## src/rtl/mem_lsu.sv

```systemverilog
// Load/store unit: accepts one ex-stage operation at a time, runs a single bus transfer
// for aligned loads/stores, and returns a registered one-cycle write-back/exception result.
module mem_lsu #(
    parameter int DATA_W  = 32,
    parameter int ADDR_W  = 32,
    parameter int TIMEOUT = 16
) (
    input  logic                clk,
    input  logic                rst,
    input  logic                in_valid,
    output logic                in_ready,
    input  logic                in_is_load,
    input  logic                in_is_store,
    input  logic [2:0]          in_funct3,
    input  logic [ADDR_W-1:0]   in_addr,
    input  logic [DATA_W-1:0]   in_wdata,
    input  logic [4:0]          in_rd_addr,
    input  logic                in_rd_wr_en,
    input  logic [DATA_W-1:0]   in_rd_data,
    output logic                bus_req,
    output logic                bus_we,
    output logic [ADDR_W-1:0]   bus_addr,
    output logic [DATA_W/8-1:0] bus_be,
    output logic [DATA_W-1:0]   bus_wdata,
    input  logic                bus_ack,
    input  logic                bus_err,
    input  logic [DATA_W-1:0]   bus_rdata,
    output logic                out_valid,
    output logic                out_rd_wr_en,
    output logic [4:0]          out_rd_addr,
    output logic [DATA_W-1:0]   out_rd_data,
    output logic                out_exc,
    output logic [1:0]          out_exc_code
);
    localparam int BE_W  = DATA_W / 8;
    localparam int OFF_W = $clog2(BE_W);

    typedef enum logic [1:0] {IDLE, BUS, DONE} state_t;

    state_t              state_q, state_d;
    logic [7:0]          cnt_q, cnt_d;
    logic                is_store_q, is_store_d;
    logic [2:0]          funct3_q, funct3_d;
    logic [OFF_W-1:0]    off_q, off_d;
    logic [4:0]          rd_addr_q, rd_addr_d;
    logic                bus_we_q, bus_we_d;
    logic [ADDR_W-1:0]   bus_addr_q, bus_addr_d;
    logic [BE_W-1:0]     bus_be_q, bus_be_d;
    logic [DATA_W-1:0]   bus_wdata_q, bus_wdata_d;
    logic                out_valid_q, out_valid_d;
    logic                out_wr_q, out_wr_d;
    logic [4:0]          out_rd_addr_q, out_rd_addr_d;
    logic [DATA_W-1:0]   out_data_q, out_data_d;
    logic                out_exc_q, out_exc_d;
    logic [1:0]          out_code_q, out_code_d;

    function automatic logic f3_illegal(input logic is_store, input logic [2:0] f3);
        if (is_store)
            return f3[2] || (f3 == 3'b011 && DATA_W != 64);
        return (f3 == 3'b111) || ((f3 == 3'b011 || f3 == 3'b110) && DATA_W != 64);
    endfunction

    function automatic logic misaligned(input logic [1:0] size, input logic [2:0] a);
        case (size)
            2'd0:    return 1'b0;
            2'd1:    return a[0];
            2'd2:    return |a[1:0];
            default: return |a[2:0];
        endcase
    endfunction

    function automatic logic [BE_W-1:0] be_mask(input logic [1:0] size, input logic [OFF_W-1:0] off);
        logic [BE_W-1:0] base;
        case (size)
            2'd0:    base = BE_W'(1);
            2'd1:    base = BE_W'(3);
            2'd2:    base = BE_W'(15);
            default: base = '1;
        endcase
        return base << off;
    endfunction

    // Lane shift first, then sign/zero extension selected by funct3.
    function automatic logic [DATA_W-1:0] load_ext(input logic [DATA_W-1:0] rdata,
                                                   input logic [OFF_W-1:0] off,
                                                   input logic [2:0] f3);
        logic [DATA_W-1:0] sh;
        sh = rdata >> {off, 3'b000};
        case (f3)
            3'b000:  return DATA_W'($signed(sh[7:0]));
            3'b001:  return DATA_W'($signed(sh[15:0]));
            3'b010:  return DATA_W'($signed(sh[31:0]));
            3'b100:  return DATA_W'(sh[7:0]);
            3'b101:  return DATA_W'(sh[15:0]);
            3'b110:  return DATA_W'(sh[31:0]);
            default: return sh;
        endcase
    endfunction

    logic in_mem, bad_op;
    assign in_mem = in_is_load || in_is_store;
    assign bad_op = f3_illegal(in_is_store, in_funct3) ||
                    misaligned(in_funct3[1:0], in_addr[2:0]);

    always_comb begin
        state_d       = state_q;
        cnt_d         = cnt_q;
        is_store_d    = is_store_q;
        funct3_d      = funct3_q;
        off_d         = off_q;
        rd_addr_d     = rd_addr_q;
        bus_we_d      = bus_we_q;
        bus_addr_d    = bus_addr_q;
        bus_be_d      = bus_be_q;
        bus_wdata_d   = bus_wdata_q;
        out_valid_d   = 1'b0;
        out_wr_d      = 1'b0;
        out_exc_d     = 1'b0;
        out_code_d    = 2'b00;
        out_rd_addr_d = out_rd_addr_q;
        out_data_d    = out_data_q;
        case (state_q)
            IDLE: begin
                if (in_valid) begin
                    is_store_d  = in_is_store;
                    funct3_d    = in_funct3;
                    off_d       = in_addr[OFF_W-1:0];
                    rd_addr_d   = in_rd_addr;
                    bus_we_d    = in_is_store;
                    bus_addr_d  = {in_addr[ADDR_W-1:OFF_W], OFF_W'(0)};
                    bus_be_d    = in_is_store ? be_mask(in_funct3[1:0], in_addr[OFF_W-1:0]) : '0;
                    bus_wdata_d = in_is_store ? (in_wdata << {in_addr[OFF_W-1:0], 3'b000}) : '0;
                    cnt_d       = 8'd0;
                    if (!in_mem) begin
                        state_d       = DONE;
                        out_valid_d   = 1'b1;
                        out_rd_addr_d = in_rd_addr;
                        out_data_d    = in_rd_data;
                        out_wr_d      = in_rd_wr_en && (in_rd_addr != 5'd0);
                    end else if (bad_op) begin
                        state_d       = DONE;
                        out_valid_d   = 1'b1;
                        out_rd_addr_d = in_rd_addr;
                        out_exc_d     = 1'b1;
                        out_code_d    = 2'b01;
                    end else begin
                        state_d = BUS;
                    end
                end
            end
            BUS: begin
                // An ack in the final allowed cycle wins over the timeout.
                if (bus_ack) begin
                    state_d       = DONE;
                    out_valid_d   = 1'b1;
                    out_rd_addr_d = rd_addr_q;
                    if (bus_err) begin
                        out_exc_d  = 1'b1;
                        out_code_d = 2'b10;
                    end else if (!is_store_q) begin
                        out_data_d = load_ext(bus_rdata, off_q, funct3_q);
                        out_wr_d   = (rd_addr_q != 5'd0);
                    end
                end else if (cnt_q == 8'(TIMEOUT - 1)) begin
                    state_d       = DONE;
                    out_valid_d   = 1'b1;
                    out_rd_addr_d = rd_addr_q;
                    out_exc_d     = 1'b1;
                    out_code_d    = 2'b11;
                end else begin
                    cnt_d = cnt_q + 8'd1;
                end
            end
            default: state_d = IDLE;
        endcase
    end

    always_ff @(posedge clk or posedge rst) begin
        if (rst) begin
            state_q       <= IDLE;
            cnt_q         <= '0;
            is_store_q    <= 1'b0;
            funct3_q      <= '0;
            off_q         <= '0;
            rd_addr_q     <= '0;
            bus_we_q      <= 1'b0;
            bus_addr_q    <= '0;
            bus_be_q      <= '0;
            bus_wdata_q   <= '0;
            out_valid_q   <= 1'b0;
            out_wr_q      <= 1'b0;
            out_rd_addr_q <= '0;
            out_data_q    <= '0;
            out_exc_q     <= 1'b0;
            out_code_q    <= '0;
        end else begin
            state_q       <= state_d;
            cnt_q         <= cnt_d;
            is_store_q    <= is_store_d;
            funct3_q      <= funct3_d;
            off_q         <= off_d;
            rd_addr_q     <= rd_addr_d;
            bus_we_q      <= bus_we_d;
            bus_addr_q    <= bus_addr_d;
            bus_be_q      <= bus_be_d;
            bus_wdata_q   <= bus_wdata_d;
            out_valid_q   <= out_valid_d;
            out_wr_q      <= out_wr_d;
            out_rd_addr_q <= out_rd_addr_d;
            out_data_q    <= out_data_d;
            out_exc_q     <= out_exc_d;
            out_code_q    <= out_code_d;
        end
    end

    assign in_ready     = (state_q == IDLE);
    assign bus_req      = (state_q == BUS);
    assign bus_we       = bus_we_q;
    assign bus_addr     = bus_addr_q;
    assign bus_be       = bus_be_q;
    assign bus_wdata    = bus_wdata_q;
    assign out_valid    = out_valid_q;
    assign out_rd_wr_en = out_wr_q;
    assign out_rd_addr  = out_rd_addr_q;
    assign out_rd_data  = out_data_q;
    assign out_exc      = out_exc_q;
    assign out_exc_code = out_code_q;
endmodule

```

## config.mk

```make
export PLATFORM = sky130hd
export DESIGN_NAME = mem_lsu
export DESIGN_NICKNAME = d
export VERILOG_FILES = /design/src/rtl/mem_lsu.sv
export SDC_FILE = /design/constraint.sdc
export NUM_CORES = 1
export LEC_CHECK = 0
export BUFFER_PORTS_ARGS = -buffer_cell sky130_fd_sc_hd__buf_2
export CORE_ASPECT_RATIO = 1.1
export CORE_MARGIN = 1
export CORE_UTILIZATION = 48
export CTS_BUF_LIST = sky130_fd_sc_hd__clkbuf_2
export CTS_CLUSTER_SIZE = 8
export DETAILED_ROUTE_END_ITERATION = 7
export PLACE_DENSITY_LB_ADDON = 0.3
export SYNTH_ARGS = -nofsm -noshare
export SYNTH_HDL_FRONTEND = slang
export SYNTH_SLANG_ARGS = --single-unit
```

## constraint.sdc

```tcl
create_clock -name clk -period 6.8 [get_ports clk]
set_input_delay 2.04 -clock clk [delete_from_list [all_inputs] [get_ports clk]]
set_output_delay 2.04 -clock clk [all_outputs]
set_load 0.005 [all_outputs]
```

==> results of run 1 <==
worst max-delay path: stages (launching register included):
cell and delay, ns:
dfrtp_1 0.56, or2_0 0.47, inv_1 0.10, buf_2 0.15
sequential cells by signal, summed over array words and instances, names as in the netlist, 3 cells and up:
register,count
rd_addr_q,5
out_rd_data,32
out_rd_addr,5
funct3_q,3
bus_addr,30
bus_wdata,32
cnt_q,8
bus_be,4
through the flow:
stage,cell area (um2),util [%]
floorplan,6660,-
global placement,7990,59.7
detailed placement,7990,59.7
CTS,8250,61.7
global route,8250,61.7
finish,8250,61.7
power by group through the flow:
stage / logic (W) / clock network (W) / registers (W)
after CTS: 0.00103 / 0.000530 / 0.00119
after global placement: 0.00101 / 0 / 0.00120
final: 0.00102 / 0.000512 / 0.00120
after global routing: 0.00114 / 0.000561 / 0.00123
after floorplan: 0.000627 / 0 / 0.00119
after detailed placement: 0.00103 / 0 / 0.00121
Yosys cell counts (all sizes together) (2+ instances only):
cell | count | share of area (%)
xnor2 | 2 | 0.26
a2bb2oi | 2 | 0.36
o31ai | 9 | 1.1
mux2 | 12 | 2.0
a211oi | 8 | 0.90
a31oi | 9 | 0.85
or4 | 3 | 0.34
nor2b | 4 | 0.38
o211ai | 8 | 0.90
o22ai | 2 | 0.28
dfrtp | 129 | 49
clkbuf | 20 | 1.1
buf | 29 | 2.3
a21oi | 41 | 3.1
a211o | 2 | 0.26
a22o | 25 | 3.3
nor3b | 4 | 0.68
inv | 6 | 0.34
nor4 | 7 | 0.88
or3 | 4 | 0.38
mux2i | 27 | 4.1
or3b | 2 | 0.26
o221ai | 2 | 0.53
o21ai | 41 | 3.1
o21bai | 2 | 0.23
a221oi | 2 | 0.53
nand2 | 189 | 11
mux4 | 9 | 3.0
or2 | 3 | 0.28
o2bb2ai | 2 | 0.36
a32o | 8 | 1.2
nand2b | 12 | 1.1
nand3 | 5 | 0.38
nor2 | 46 | 2.7
nor3 | 9 | 0.75
area by class of cell:
class / instances / area (um2) / share of cell area [%]
Inverter: 6 / 27.5 / 0.334
Timing Repair Buffer: 260 / 1320 / 16.0
Tap cell: 184 / 230 / 2.79
Clock inverter: 14 / 171 / 2.08
Sequential cell: 129 / 3230 / 39.1
Multi-Input combinational cell: 517 / 3190 / 38.7
Clock buffer: 17 / 85.1 / 1.03
layer usage:
layer  GRT usage (%)  share of wire, %
met5               0                 0
met4            9.55               1.9
met3            6.93               6.9
met2            42.2                48
met1            35.1                43
cell families (layout without fill, tap and decap cells):
group | count (synthesis) | count (layout) | share of synthesized area (%)
simple gates | 291 | 291 | 19.2
fa+ha+maj | 1 | 1 | 0.188
other cells | 1 | 2 | 0.0564
xor+xnor | 2 | 2 | 0.263
buf+inv | 55 | 297 | 3.80
flops | 129 | 129 | 48.5
compound gates | 173 | 173 | 18.8
mux | 48 | 48 | 9.14
worst min-delay path by stage:
stage / start / end / slack (ns)
floorplan: rd_addr_q[4]$_DFFE_PP0P_ / rd_addr_q[4]$_DFFE_PP0P_ / 0.46
global placement: bus_addr[13]$_DFFE_PP0P_ / bus_addr[13]$_DFFE_PP0P_ / 0.45
detailed placement: bus_addr[19]$_DFFE_PP0P_ / bus_addr[19]$_DFFE_PP0P_ / 0.46
CTS: bus_addr[21]$_DFFE_PP0P_ / bus_addr[21]$_DFFE_PP0P_ / 0.50
global route: bus_addr[10]$_DFFE_PP0P_ / bus_addr[10]$_DFFE_PP0P_ / 0.52
finish: bus_addr[10]$_DFFE_PP0P_ / bus_addr[10]$_DFFE_PP0P_ / 0.49
==> results.py, run 1 <==
metrics = {
    "worst_hold_path": {
        "min_path_cells": 2,
        "holdCritPathClass": "reg2reg",
    },
    "timing": {
        "finalSetupTns_ns": 0,
        "fin_ws_ns": 2.81,
        "maxSlewHeadroom_pct": 31.8,
        "max_freq_mhz": 251,
        "tightestPinTransition_ns": 1.02,
        "setup_violations": 0,
        "rsz0062_at_grt": "false",
        "finalHoldViolCount": 0,
        "period_share_pct": 58.7,
        "skew_ns": 0.0172,
        "final.min_clock_period_ns": 3.99,
        "hold_slack_ns": 0.493,
        "drv_slew": 0,
    },
    "floorplanning": {
        "core_mm2": 0.0134,
        "fp.dieW_um": 114,
        "die_area_mm2": 0.0143,
        "die_y_um": 125,
        "fp-row-count": 44,
        "ios": 257,
        "start_util_pct": 49.7,
    },
    "flow_run": {
        "maxCapViolations": 0,
    },
    "synthesis": {
        "avgSynthCellArea_um2": 9.50,
        "ys.flop_type": "dfrtp_1",
        "yosysSeqAreaShare_pct": 48.5,
        "netlist-cell-type-count": 67,
        "syn_inst": 700,
        "synth_edf_count": 0,
        "synth-seq-cells": 129,
        "yosys_warnings": 0,
        "synthArstFlopShare_pct": 100,
        "syn_area_mm2": 0.00665,
    },
    "cells_and_area": {
        "fillers": 1193,
        "final_common_cell": "buf_2",
        "drive_gt1_share_pct": 35.3,
        "num-nets-final": 1076,
        "syn_to_final_growth_pct": 24.0,
        "final_cell_mix": "254 x buf_2, 188 x nand2_1, 129 x dfrtp_1, 45 x nor2_1",
        "diodes": 0,
        "finalNonFillerCells": 1127,
    },
    "run_status": {
        "status": "complete, no violations",
    },
    "clocking": {
        "cts_resized": 0,
        "cts_setup_buffers": 0,
        "clock_latency_ns": 0.67,
        "cts.clk_slew.worst_paths_ns": 0.18,
        "cts_tree": "done",
        "cts.path.max_buffers": 2,
        "cts-root-buf": "clkbuf_2",
        "hold_buffers": 0,
        "cts_buffers": 17,
        "clock_sinks": 129,
        "htree_levels": 4,
    },
    "grt": {
        "grt_pass1_wl_um": 29500,
        "overflow": 0,
        "grt_max_degree": 83,
        "antenna_found_initial": 0,
        "grt_pass1_vias": 5768,
        "grt_usage_pct": 26.6,
    },
    "placed_design": {
        "numPortBuffers": 254,
        "dp_hpwl_um": 13400,
        "dp_slack_ns": 2.69,
        "routabilityCongestion": 0.870,
        "dp_cells": 1096,
    },
    "detailed_routing": {
        "ant_nets": 0,
        "wire_per_inst_um": 16.5,
        "drc": 0,
        "drt-initial-drc-count": 458,
        "firstDrtPassIters": 7,
        "viasPerCell": 5.42,
        "wl_um": 18600,
        "dr_total_vias": 6110,
    },
    "power": {
        "power_frac_seq_pct": 43.8,
        "power.leakage_nw": 4.19,
        "p_sw_share_pct": 37.2,
        "pwr-share-comb_pct": 37.5,
        "finalPower_w": 0.00273,
        "p_int_w": 0.00172,
        "p_per_area_mw_per_mm2": 331,
        "clkPwrFrac_pct": 18.7,
        "ir_drop_v": 0.000153,
        "p_switching_w": 0.00102,
    },
    "critical_path": {
        "r2r_slack_ns": 4.27,
        "timing.rr.start": "off_q[1]$_DFFE_PP0P_",
        "crit_required_ns": 4.76,
        "crit_arrival_ns": 1.95,
        "rr_worst_depth": 4,
        "cp-end-kind": "primary output",
        "worstPathMaxFanout": 9,
        "r2r_end": "out_rd_data[14]$_DFFE_PP0P_",
        "start_kind": "register",
        "crit_start": "state_q[0]$_DFFE_PP0P_",
        "crit_type": "reg2out",
        "cp-endpoint": "in_ready",
    },
}
No activity file was read; power rests on OpenSTA's default activity.
==> inputs of run 2 (changes only) <==
CORE_UTILIZATION = 46   (was 48)
clock period = 3.4 ns   (was 6.8 ns; I/O delays follow)
==> run 2 against run 1 <==
Net effect: total power is 93% higher; first-iteration DRC count shrank 16%; critical path depth unchanged; non-clock buffer count grew 4; critical endpoint unchanged; largest cell class unchanged.
==> results.py, run 2 (synthesis gave the netlist of run 1 again) <==
metrics = {
    "run_status": {
        "status": "complete, no violations",
    },
    "floorplanning": {
        "die_area_mm2": 0.0149,
        "fp-row-count": 45,
        "fp.dieW_um": 117,
        "ios": 257,
        "start_util_pct": 47.6,
        "die_y_um": 128,
        "core_mm2": 0.0140,
    },
    "clocking": {
        "clock_latency_ns": 0.69,
        "cts.path.max_buffers": 2,
        "cts_buffers": 17,
        "hold_buffers": 0,
        "clock_sinks": 129,
        "cts_setup_buffers": 0,
        "htree_levels": 4,
        "cts-root-buf": "clkbuf_2",
        "cts_tree": "done",
        "cts.clk_slew.worst_paths_ns": 0.19,
        "cts_resized": 0,
    },
    "placed_design": {
        "numPortBuffers": 254,
        "routabilityCongestion": 0.851,
        "dp_hpwl_um": 13400,
    },
    "critical_path": {
        "cp_slowest_cell": "dfrtp_1",
        "slowest_delay_ns": 0.61,
        "crit_type": "reg2out",
        "start_kind": "register",
        "crit_start": "state_q[0]$_DFFE_PP0P_",
        "timing.rr.start": "state_q[1]$_DFFE_PP0P_",
        "worstPathMaxFanout": 9,
        "crit_arrival_ns": 2.01,
        "cp-end-kind": "primary output",
        "crit_chain": "or2_0 -> inv_1 -> buf_2",
        "crit_required_ns": 2.38,
    },
    "detailed_routing": {
        "wl_um": 18900,
        "ant_nets": 0,
        "viasPerCell": 5.37,
        "dr_total_vias": 6106,
        "wire_per_inst_um": 16.6,
        "drt-initial-drc-count": 387,
        "drc": 0,
        "firstDrtPassIters": 5,
    },
    "power": {
        "clkPwrFrac_pct": 15.6,
        "p_switching_w": 0.00204,
        "p_per_area_mw_per_mm2": 640,
        "finalPower_w": 0.00528,
        "power_frac_seq_pct": 45.0,
        "p_sw_share_pct": 38.7,
        "pwr-share-comb_pct": 39.4,
        "power.leakage_nw": 4.19,
        "p_int_w": 0.00324,
        "ir_drop_v": 0.000337,
    },
    "timing": {
        "tightestPinTransition_ns": 1.01,
        "skew_ns": 0.0268,
        "rsz0062_at_grt": "false",
        "final.min_clock_period_ns": 3.03,
        "finalHoldViolCount": 0,
        "max_freq_mhz": 330,
        "finalSetupTns_ns": 0,
        "setup_violations": 0,
        "maxSlewHeadroom_pct": 32.9,
        "hold_slack_ns": 0.314,
        "drv_slew": 0,
        "period_share_pct": 89.1,
    },
    "grt": {
        "grt_pass1_vias": 5850,
        "grt_max_degree": 83,
        "overflow": 0,
        "grt_pass1_wl_um": 29800,
        "antenna_found_initial": 1,
        "grt_usage_pct": 26.2,
    },
    "cells_and_area": {
        "syn_to_final_growth_pct": 24.1,
        "num-nets-final": 1080,
        "final_cell_mix": "254 x buf_2, 188 x nand2_1, 129 x dfrtp_1, 45 x nor2_1",
        "final_util_pct": 59.1,
        "fillers": 1304,
        "drive_gt1_share_pct": 35.8,
        "final_common_cell": "buf_2",
    },
    "flow_run": {
        "maxCapViolations": 0,
    },
    "worst_hold_path": {
        "holdCritPathClass": "in2async",
    },
}
[run 2: changes by cell type in the layout (fill, tap and decap cells not counted), sizes merged]
cell,before,now
clkbuf,17,19
diode,0,1
inv,6,5
bufinv,4,1
clkinvlp,2,3
buf,260,264
clkinv,8,10
[run 2: layer usage]
layer	GRT usage [%]	wire, um
met5	0	0
met4	10.1	499
met3	7.38	1290
met2	41.8	8950
met1	33.6	8160
[run 2: power by group through the flow]
stage | clock network [W] | logic (W) | registers, W
final | 0.000824 | 0.00208 | 0.00238
after floorplan | 0 | 0.00126 | 0.00238
after global placement | 0 | 0.00205 | 0.00240
after detailed placement | 0 | 0.00210 | 0.00240
after global routing | 0.000922 | 0.00235 | 0.00244
after CTS | 0.000854 | 0.00210 | 0.00238
[run 2: cell type report]
type                            instances  area, um2  share of cell area (%)
Sequential cell                       129       3230                    39.1
Multi-Input combinational cell        517       3190                    38.6
Timing Repair Buffer                  264       1380                    16.8
Tap cell                              188        235                    2.85
Clock inverter                         13       96.3                    1.17
Clock buffer                           19       95.1                    1.15
Inverter                                6       26.3                   0.318
Antenna cell                            1       2.50                  0.0303
[run 2: critical path, delay by kind of cell (launching register included)]
kind,cells,cell delay [ns]
AND/OR/NAND/NOR,1,0.44
buffers and inverters,2,0.26
flip-flops,1,0.61
[run 2: per-stage QoR]
| step | area (um2) | cells | setup WS (ns) |
|---|---|---|---|
| 6_report | 8260 | 1137 | 0.370 |
| 5_1_grt | 8260 | 1137 | 0.165 |
| 4_1_cts | 8250 | 1136 | 0.283 |
| 3_5_place_dp | 8060 | 1104 | 0.625 |
| 3_3_place_gp | 8060 | 1104 | 0.731 |
| 2_1_floorplan | 6660 | 701 | 0.785 |
[run 2: path summary, 6_finish.rpt]
| path | end | cells after the start | slack, ns |
|---|---|---|---|
| min in group clk | bus_addr[16]$_DFFE_PP0P_ | 2 | 0.49 |
| min reg2reg | bus_addr[16]$_DFFE_PP0P_ | 2 | 0.49 |
| max | in_ready | 3 | 0.37 |
| min | out_rd_data[11]$_DFFE_PP0P_ | 2 | 0.31 |
| max in group asynchronous | bus_addr[22]$_DFFE_PP0P_ | 3 | 2.39 |
| max reg2reg | out_rd_data[14]$_DFFE_PP0P_ | 6 | 1.16 |
==> inputs of run 3 (changes only) <==
ABC_AREA = 1   (was not set)
==> run 3 against run 2 <==
Net effect: sequential power decreased by 6%; sequential share of layout area barely moved; non-clock buffer count decreased by 1; critical path depth shrank 1; design area about the same; synthesized cell count grew 34%; count of clock-buffer cells in the layout shrank 1; flip-flop and latch count is the same; global-route usage is 0.55 points higher; register-to-register slack worse by 0.02 ns; maximum frequency grew 15%; critical path type unchanged; critical endpoint is now bus_req.
==> results.py, run 3 <==
metrics = {
    "critical_path": {
        "timing.rr.start": "state_q[1]$_DFFE_PP0P_",
        "crit_required_ns": 2.38,
        "start_kind": "register",
        "crit_type": "reg2out",
        "crit_start": "state_q[1]$_DFFE_PP0P_",
        "rr_worst_depth": 8,
        "cp-end-kind": "primary output",
        "worstPathMaxFanout": 10,
        "r2r_end": "out_rd_data[14]$_DFFE_PP0P_",
        "r2r_slack_ns": 1.14,
        "crit_arrival_ns": 1.61,
        "cp-endpoint": "bus_req",
    },
    "synthesis": {
        "synth_top_area_cell": "dfrtp_1",
        "synth_edf_count": 0,
        "netlist-cell-type-count": 28,
        "synth-seq-cells": 129,
        "yosys-top-cells-area": "dfrtp_1 48%, nand2_1 23%, nand3_1 6.5%",
        "yosysTopAreaCellShare_pct": 48.2,
        "avgSynthCellArea_um2": 7.16,
        "yosysSeqAreaShare_pct": 48.2,
        "synthArstFlopShare_pct": 100,
        "syn_area_mm2": 0.00670,
        "synth_most_common_cell": "nand2_1",
        "syn_inst": 936,
        "synthTopCellsByCount": "414 x nand2_1, 129 x dfrtp_1, 87 x nand3_1",
        "yosys_warnings": 0,
        "ys.flop_type": "dfrtp_1",
    },
    "clocking": {
        "cts.path.max_buffers": 2,
        "htree_levels": 4,
        "clock_sinks": 129,
        "cts_buffers": 17,
        "cts.clk_slew.worst_paths_ns": 0.20,
        "cts_setup_buffers": 0,
        "cts-root-buf": "clkbuf_2",
        "clock_latency_ns": 0.69,
        "cts_resized": 0,
        "cts_tree": "done",
        "hold_buffers": 0,
    },
    "floorplanning": {
        "die_y_um": 129,
        "fp.dieW_um": 117,
        "fp-row-count": 45,
        "start_util_pct": 47.8,
        "die_area_mm2": 0.0150,
        "core_mm2": 0.0140,
        "ios": 257,
    },
    "cells_and_area": {
        "syn_to_final_growth_pct": 23.2,
        "fillers": 1380,
        "finalNonFillerCells": 1367,
        "final_cell_mix": "414 x nand2_1, 254 x buf_2, 129 x dfrtp_1, 87 x nand3_1, 76 x nor2_1",
        "drive_gt1_share_pct": 26.2,
        "final_common_cell": "nand2_1",
        "num-nets-final": 1310,
    },
    "grt": {
        "grt_pass1_wl_um": 30500,
        "grt_max_degree": 69,
        "grt_pass1_vias": 6279,
        "grt_usage_pct": 26.7,
        "overflow": 0,
        "antenna_found_initial": 2,
    },
    "timing": {
        "drv_slew": 0,
        "rsz0062_at_grt": "false",
        "skew_ns": 0.0200,
        "maxSlewHeadroom_pct": 56.5,
        "period_share_pct": 77.4,
        "final.min_clock_period_ns": 2.63,
        "finalSetupTns_ns": 0,
        "finalHoldViolCount": 0,
        "setup_violations": 0,
        "tightestPinTransition_ns": 0.651,
        "max_freq_mhz": 380,
    },
    "worst_hold_path": {
        "holdCritPathClass": "in2async",
    },
    "detailed_routing": {
        "wire_per_inst_um": 14.3,
        "drc": 0,
        "firstDrtPassIters": 5,
        "dr_total_vias": 6806,
        "viasPerCell": 4.98,
        "drt-initial-drc-count": 536,
        "wl_um": 19500,
        "ant_nets": 0,
    },
    "power": {
        "ir_drop_v": 0.000241,
        "power.leakage_nw": 4.73,
        "p_per_area_mw_per_mm2": 599,
    },
    "run_status": {
        "status": "complete, no violations",
    },
    "placed_design": {
        "dp_hpwl_um": 14300,
        "numPortBuffers": 254,
        "routabilityCongestion": 0.869,
        "dp_cells": 1334,
    },
    "flow_run": {
        "maxCapViolations": 0,
    },
}
run 3: worst max-delay path: stages, from the launching register on:
cell,delay [ns]
dfrtp_1,0.49
nor2_4,0.26
buf_2,0.18
run 3: logic make-up after synthesis:
group / Yosys count / share of synthesized area [%]
buf+inv: 106 / 7.38
compound gates: 103 / 8.16
simple gates: 595 / 35.9
fa+ha+maj: 1 / 0.187
flops: 129 / 48.2
xor+xnor: 1 / 0.131
other cells: 1 / 0.0560
run 3: power breakdown:
| part | switching [W] | internal, W |
|---|---|---|
| combinational | 0.00106 | 0.000705 |
| clock | 0.000600 | 0.000337 |
| sequential | 0.000271 | 0.00197 |
run 3: final cells by class:
cell class                      instances  area [um2]  share of cell area (%)
Tap cell                              188         235                    2.85
Antenna cell                            1        2.50                  0.0303
Clock inverter                         14         140                    1.70
Timing Repair Buffer                  263        1380                    16.7
Sequential cell                       129        3230                    39.1
Clock buffer                           18        90.1                    1.09
Inverter                               52         199                    2.41
Multi-Input combinational cell        702        2980                    36.1
run 3: worst min-delay path by stage:
stage,startpoint,to,slack (ns),cells past startpoint
2_1_floorplan,funct3_q[0]$_DFFE_PP0P_,funct3_q[0]$_DFFE_PP0P_,0.45,2
3_3_place_gp,bus_addr[18]$_DFFE_PP0P_,bus_addr[18]$_DFFE_PP0P_,0.46,2
3_5_place_dp,bus_addr[18]$_DFFE_PP0P_,bus_addr[18]$_DFFE_PP0P_,0.46,2
4_1_cts,rst,bus_wdata[9]$_DFFE_PP0P_,0.33,3
5_1_grt,rst,bus_wdata[4]$_DFFE_PP0P_,0.32,3
6_report,rst,bus_wdata[4]$_DFFE_PP0P_,0.40,3
run 3: stage by stage:
stage	hold slack (ns)	power (W)	area, um2	setup WS (ns)	util (%)
2_1_floorplan	0.453	0.00328	6710	0.785	-
3_3_place_gp	0.457	0.00401	8020	0.799	57.2
3_5_place_dp	0.461	0.00404	8020	0.762	57.2
4_1_cts	0.332	0.00499	8250	0.672	58.8
5_1_grt	0.323	0.00535	8250	0.601	58.8
6_report	0.395	0.00494	8250	0.767	58.8
run 3: routing by layer:
layer | global-route usage, % | share of wire [%] | up-vias
met3 | 6.64 | 7.1 | 43
li1 | - | - | 3417
met5 | 0 | 0.056 | -
met2 | 44.5 | 48 | 267
met4 | 12.1 | 3.0 | 2
met1 | 32.7 | 42 | 3077
